<file path="src/rtl/dcfifo_rd_stream.sv">
// Show-ahead dcfifo read-side drainer framing words into bursts on a valid/ready stream.
// Optional sequence checker: define DCFIFO_RD_SEQ_CHECK_EN.
module dcfifo_rd_stream #(
  parameter int DWIDTH    = 12,
  parameter int AWIDTH    = 8,
  parameter int BURST_LEN = 16,
  parameter int TIMEOUT   = 64
) (
  input  logic              rdclk,
  input  logic              aclr_n,
  input  logic [DWIDTH-1:0] fifo_q,
  input  logic              fifo_rdempty,
  input  logic [AWIDTH-1:0] fifo_rdusedw,
  output logic              fifo_rdreq,
  output logic [DWIDTH-1:0] m_data,
  output logic              m_valid,
  input  logic              m_ready,
  output logic              m_last,
  output logic              busy,
  output logic [15:0]       burst_cnt,
  output logic              seq_err,
  output logic [15:0]       seq_err_cnt
);
  localparam int CW = AWIDTH + 1;
  localparam int TW = $clog2(TIMEOUT);
  localparam logic [TW-1:0] WMAX = TW'(TIMEOUT - 1);
  localparam logic [CW-1:0] BLEN_C = CW'(BURST_LEN);
  localparam logic [CW-1:0] FULL = {1'b1, {AWIDTH{1'b0}}};

  typedef enum logic [1:0] {IDLE, BURST, DRAIN} state_t;

  state_t          state, state_nxt;
  logic [TW-1:0]   wait_cnt;
  logic [CW-1:0]   pop_cnt, blen, blen_nxt, lvl;
  logic            start, xfer, pop_last;
  logic [DWIDTH:0] sb [2];
  logic            sb_rd, sb_wr;
  logic [1:0]      buf_cnt;
  logic            out_free, load_sb, load_in, push_sb;

  // rdusedw wraps to 0 when the FIFO is completely full
  assign lvl = (fifo_rdusedw == '0 && !fifo_rdempty) ? FULL
             : {1'b0, fifo_rdusedw};

  assign fifo_rdreq = (state == BURST) & ~fifo_rdempty
                    & (pop_cnt < blen) & (buf_cnt < 2'd2);
  assign pop_last = (pop_cnt == blen - 1'b1);
  assign xfer = m_valid & m_ready;
  assign busy = (state != IDLE);

  always_comb begin
    state_nxt = state;
    blen_nxt = blen;
    start = 1'b0;
    unique case (state)
      IDLE: begin
        if (lvl >= BLEN_C) begin
          start = 1'b1;
          blen_nxt = BLEN_C;
          state_nxt = BURST;
        end else if (wait_cnt == WMAX && !fifo_rdempty) begin
          start = 1'b1;
          blen_nxt = lvl;
          state_nxt = BURST;
        end
      end
      BURST: begin
        if (pop_cnt == blen || (fifo_rdreq && pop_last))
          state_nxt = DRAIN;
      end
      DRAIN: begin
        if (xfer && m_last)
          state_nxt = IDLE;
      end
      default: state_nxt = IDLE;
    endcase
  end

  always_ff @(posedge rdclk or negedge aclr_n) begin
    if (!aclr_n) begin
      state <= IDLE;
      wait_cnt <= '0;
      pop_cnt <= '0;
      blen <= '0;
      burst_cnt <= '0;
    end else begin
      state <= state_nxt;
      blen <= blen_nxt;
      if (start)
        pop_cnt <= '0;
      else if (fifo_rdreq)
        pop_cnt <= pop_cnt + 1'b1;
      if (state != IDLE || start || fifo_rdempty)
        wait_cnt <= '0;
      else if (wait_cnt != WMAX)
        wait_cnt <= wait_cnt + 1'b1;
      if (state == DRAIN && xfer && m_last)
        burst_cnt <= burst_cnt + 16'd1;
    end
  end

  // Popped words bypass the skid entries when the output stage is free
  assign out_free = ~m_valid | m_ready;
  assign load_sb = out_free & (buf_cnt != 2'd0);
  assign load_in = out_free & (buf_cnt == 2'd0) & fifo_rdreq;
  assign push_sb = fifo_rdreq & ~load_in;

  always_ff @(posedge rdclk or negedge aclr_n) begin
    if (!aclr_n) begin
      m_valid <= 1'b0;
      m_data <= '0;
      m_last <= 1'b0;
      sb[0] <= '0;
      sb[1] <= '0;
      sb_rd <= 1'b0;
      sb_wr <= 1'b0;
      buf_cnt <= '0;
    end else begin
      if (load_sb) begin
        {m_last, m_data} <= sb[sb_rd];
        m_valid <= 1'b1;
        sb_rd <= ~sb_rd;
      end else if (load_in) begin
        {m_last, m_data} <= {pop_last, fifo_q};
        m_valid <= 1'b1;
      end else if (out_free) begin
        m_valid <= 1'b0;
      end
      if (push_sb) begin
        sb[sb_wr] <= {pop_last, fifo_q};
        sb_wr <= ~sb_wr;
      end
      unique case ({push_sb, load_sb})
        2'b10: buf_cnt <= buf_cnt + 2'd1;
        2'b01: buf_cnt <= buf_cnt - 2'd1;
        default: ;
      endcase
    end
  end

`ifdef DCFIFO_RD_SEQ_CHECK_EN
  logic              prev_vld;
  logic [DWIDTH-1:0] prev;
  logic              mis;

  assign mis = xfer & prev_vld & (m_data != DWIDTH'(1))
             & (m_data != prev + DWIDTH'(1));

  always_ff @(posedge rdclk or negedge aclr_n) begin
    if (!aclr_n) begin
      prev_vld <= 1'b0;
      prev <= '0;
      seq_err <= 1'b0;
      seq_err_cnt <= '0;
    end else begin
      seq_err <= mis;
      if (xfer) begin
        prev <= m_data;
        prev_vld <= 1'b1;
      end
      if (mis && seq_err_cnt != 16'hFFFF)
        seq_err_cnt <= seq_err_cnt + 16'd1;
    end
  end
`else
  assign seq_err = 1'b0;
  assign seq_err_cnt = 16'd0;
`endif

endmodule
</file>
<file path="config.mk">
export PLATFORM = sky130hd
export DESIGN_NAME = dcfifo_rd_stream
export DESIGN_NICKNAME = d
export VERILOG_FILES = /design/src/rtl/dcfifo_rd_stream.sv
export SDC_FILE = /design/constraint.sdc
export NUM_CORES = 1
export LEC_CHECK = 0
export ABC_AREA = 0
export BUFFER_PORTS_ARGS = -buffer_cell sky130_fd_sc_hd__buf_4
export CAP_MARGIN = 20
export CELL_PAD_IN_SITES_DETAIL_PLACEMENT = 0
export CELL_PAD_IN_SITES_GLOBAL_PLACEMENT = 1
export CORE_MARGIN = 4
export CORE_UTILIZATION = 40
export CTS_CLUSTER_SIZE = 25
export DETAILED_ROUTE_END_ITERATION = 10
export GPL_TIMING_DRIVEN = 0
export MAX_ROUTING_LAYER = met4
export PLACE_DENSITY_LB_ADDON = 0.25
export SYNTH_ARGS = -nofsm -noshare
export SYNTH_HDL_FRONTEND = slang
export SYNTH_SLANG_ARGS = --single-unit
</file>
<file path="constraint.sdc">
create_clock -name rdclk -period 5.34 [get_ports rdclk]
set_input_delay 1.068 -clock rdclk [delete_from_list [all_inputs] [get_ports rdclk]]
set_output_delay 1.068 -clock rdclk [all_outputs]
set_load 0.02 [all_outputs]
</file>
==> flow_metrics.py <==
metrics = {
    "pwr": {
        "combPwrFrac_pct": 43.1,
        "switching_share_pct": 37.9,
        "vdd_drop_max_uv": 297,
        "clockPowerShare_pct": 19.3,
        "powerDensity_nw_per_um2": 504,
        "p_int_mw": 1.67,
        "p_leak_nw": 2.57,
        "power_switching_mw": 1.02,
        "share_seq_of_total_power_pct": 37.6,
    },
    "critical_path": {
        "critPathCaptureType": "output port",
        "crit_fanout": 9,
        "criticalPathCategory": "reg -> out",
        "startpoint_type": "flip-flop",
        "arrival_ns": 2.61,
        "critPathRequiredTime_ns": 4.27,
    },
    "drt": {
        "wl_per_cell_um": 15.1,
        "wl_mm": 9.55,
        "dr.pass1.iters": 4,
        "vias": 3210,
        "drc": 0,
        "viasPerCell": 5.06,
        "detail-route-antenna-nets": 0,
        "drt-initial-drc-count": 116,
    },
    "synthesis": {
        "synthFlopType": "dfrtp_1",
        "synth-seq-cells": 86,
        "synth_top_family_by_area": "simple AND/OR/NAND/NOR gates",
        "synth_warnings": 0,
        "ys_types": 51,
        "yosys.area.top_type_share_pct": 48.5,
        "synth_compound_area_share_pct": 7.62,
        "syn_avg_cell_area_um2": 10.9,
        "synth_xor_area_share_pct": 8.29,
        "synthMuxAreaShare_pct": 10.4,
        "synth_fa_ha_area_share_pct": 3.95,
        "synth_top_cell_by_area": "dfrtp_1",
        "synthSimpleGateAreaFrac_pct": 15.6,
        "synth_area_um2": 4440,
        "synth_cells": 406,
        "synth_common_cells": "86 x dfrtp_1, 29 x nor2_1, 23 x xor2_1",
        "synth_edf_count": 0,
        "yosysSeqAreaShare_pct": 48.5,
        "synth_most_common_cell": "dfrtp_1",
        "synth_area_leaders": "dfrtp_1 49%, xor2_1 4.5%, mux2_2 4.3%",
        "async_flop_share_pct": 100,
    },
    "die": {
        "rows": 38,
        "ios": 73,
        "start_util_pct": 40.9,
        "die_height_um": 113,
        "core-area_um2": 10800,
        "dieArea_um2": 12800,
        "die_x_um": 113,
    },
    "sta": {
        "rsz0062_at_grt": "false",
        "maxSlewHeadroom_pct": 45.8,
        "slew_viol_final": 0,
        "period_share_pct": 68.9,
        "fin_setup_tns_ns": 0,
        "finalClockSkew_ns": 0.0160,
        "tightest_slew_ns": 0.808,
        "max_freq_ghz": 0.272,
        "setup_violations": 0,
        "whs_ns": 0.467,
        "hold_viol_final": 0,
        "finalCriticalPeriod_ns": 3.68,
    },
    "clock_tree": {
        "clkSlewWorstSetupHoldPaths_ns": 0.09,
        "cts-root-buf": "clkbuf_8",
        "clock_latency_ns": 0.37,
        "clockBufferDepth": 2,
        "htreeDepth": 3,
        "cts.repair.resized": 0,
        "cts_hold_buf": 0,
        "cts.sink_count": 86,
        "cts_tree": "done",
        "cts_buffers": 9,
        "postCtsSetupBuffers": 0,
    },
    "place": {
        "place_congestion": 0.812,
        "portBuffers": 55,
        "dp_hpwl_mm": 6.71,
    },
    "grt": {
        "grt_usage_pct": 16.1,
        "grt_antenna_before_repair": 0,
        "grt_max_degree": 87,
        "grt_pass1_wl_mm": 16.1,
        "grt_overflow": 0,
        "grt_pass1_vias": 3198,
    },
    "flow_run": {
        "cap_viol_max_count": 0,
    },
    "finish": {
        "synthToLayoutAreaGrowth_pct": 20.2,
        "nets": 527,
        "drive_above_1_share_pct": 25.1,
        "nFillCells": 1018,
        "multiInputGateArea_um2": 2100,
        "diodes": 0,
        "regArea_um2": 2150,
        "utilization_pct": 49.2,
    },
    "run_status": {
        "status": "finished clean",
    },
    "worst_hold_path": {
        "hold_path_class": "reg -> reg",
    },
}
through the flow:
stage                     power [mW]  instances  setup WS (ns)  area (um^2)
final                           2.69        634           1.66         5330
after global routing            2.87        634           1.49         5330
after CTS                       2.71        633           1.64         5300
after detailed placement        2.18        617           1.92         5080
after global placement          2.15        617           1.93         5080
after floorplan                 1.83        422           2.41         4500
logic make-up (layout without fill, tap and decap cells):
| kind of cell | Yosys count | count (layout) |
|---|---|---|
| flip-flops | 86 | 86 |
| other | 1 | 17 |
| adder cells (fa/ha/maj) | 14 | 14 |
| AND/OR/NAND/NOR | 129 | 129 |
| AO/OA/AOI/OAI | 50 | 50 |
| buffers and inverters | 45 | 117 |
| multiplexers | 39 | 39 |
| XOR/XNOR | 42 | 42 |
final cells by class:
class / instances / area share (%)
plain buffers: 29 / 3.45
clock buffers: 10 / 2.39
clock inverters: 6 / 1.74
inverters: 16 / 1.13
multi-input cells: 291 / 39.4
flip-flops and latches: 86 / 40.4
well taps: 140 / 3.29
repair buffers: 56 / 8.26
layout by cell type, fill, tap and decap left out, types with 2 or more instances in the layout:
| cell type | count |
|---|---|
| bufinv_16 | 2 |
| and2_1 | 5 |
| nand2_1 | 14 |
| xnor2_1 | 19 |
| mux2_2 | 17 |
| and3_1 | 6 |
| xor2_1 | 23 |
| conb_1 | 17 |
| mux2i_1 | 12 |
| nand3_1 | 22 |
| nor4_1 | 4 |
| mux2_4 | 10 |
| clkinvlp_4 | 2 |
| nand2b_1 | 4 |
| o21ai_0 | 6 |
| clkbuf_8 | 9 |
| dfrtp_1 | 86 |
| buf_4 | 72 |
| or3_1 | 4 |
| clkbuf_1 | 8 |
| inv_6 | 2 |
| nor3_1 | 7 |
| ha_1 | 14 |
| buf_2 | 3 |
| nor2b_1 | 14 |
| a21oi_1 | 15 |
| nor2_1 | 29 |
| nor4b_1 | 2 |
| inv_1 | 15 |
| nand4_1 | 8 |
| and4_1 | 2 |
| a211oi_1 | 15 |
| a31oi_1 | 2 |
| or4_1 | 2 |
registers in the layout, indices dropped and copies added (netlist names):
register   count
state          2
pop_cnt        9
m_last         1
buf_cnt        2
m_valid        1
sb            26
sb_rd          1
blen           9
sb_wr          1
burst_cnt     16
wait_cnt       6
m_data        12
critical path, cell delays in order (launching register included):
cell and delay [ns]:
dfrtp_1 0.33, clkbuf_1 0.31, inv_1 0.09, ha_1 0.30
a21oi_1 0.20, o211ai_1 0.15, a31oi_4 0.33, nand2_2 0.16
clkinv_1 0.20, buf_4 0.18
metal layers:
metal / GRT usage [%] / up-vias / wire length, um
met5: - / - / 0
met4: 6.49 / 0 / 190
met3: 3.32 / 17 / 423
met2: 23.7 / 69 / 4320
met1: 21.8 / 1567 / 4620
li1: - / 1557 / -
worst paths after layout:
check                                    end  slack (ns)   startpoint  cells after the start
worst max register to register        sb[10]        2.35      blen[4]                     11
worst min-delay path             wait_cnt[0]        0.47  wait_cnt[0]                      1
worst max-delay path              fifo_rdreq        1.66      blen[4]                      9
max in group asynchronous         pop_cnt[3]        4.13       aclr_n                      2
worst min register to register   wait_cnt[0]        0.47  wait_cnt[0]                      1
min in group asynchronous       burst_cnt[0]        0.59       aclr_n                      1
power groups by stage:
stage	clock network [mW]	registers [mW]	logic, mW
final	0.517	1.01	1.16
after global routing	0.556	1.04	1.28
after CTS	0.532	1.01	1.17
after detailed placement	0	1.02	1.16
after global placement	0	1.01	1.13
after floorplan	0	1.04	0.788
(Power assumes the default switching activity.)
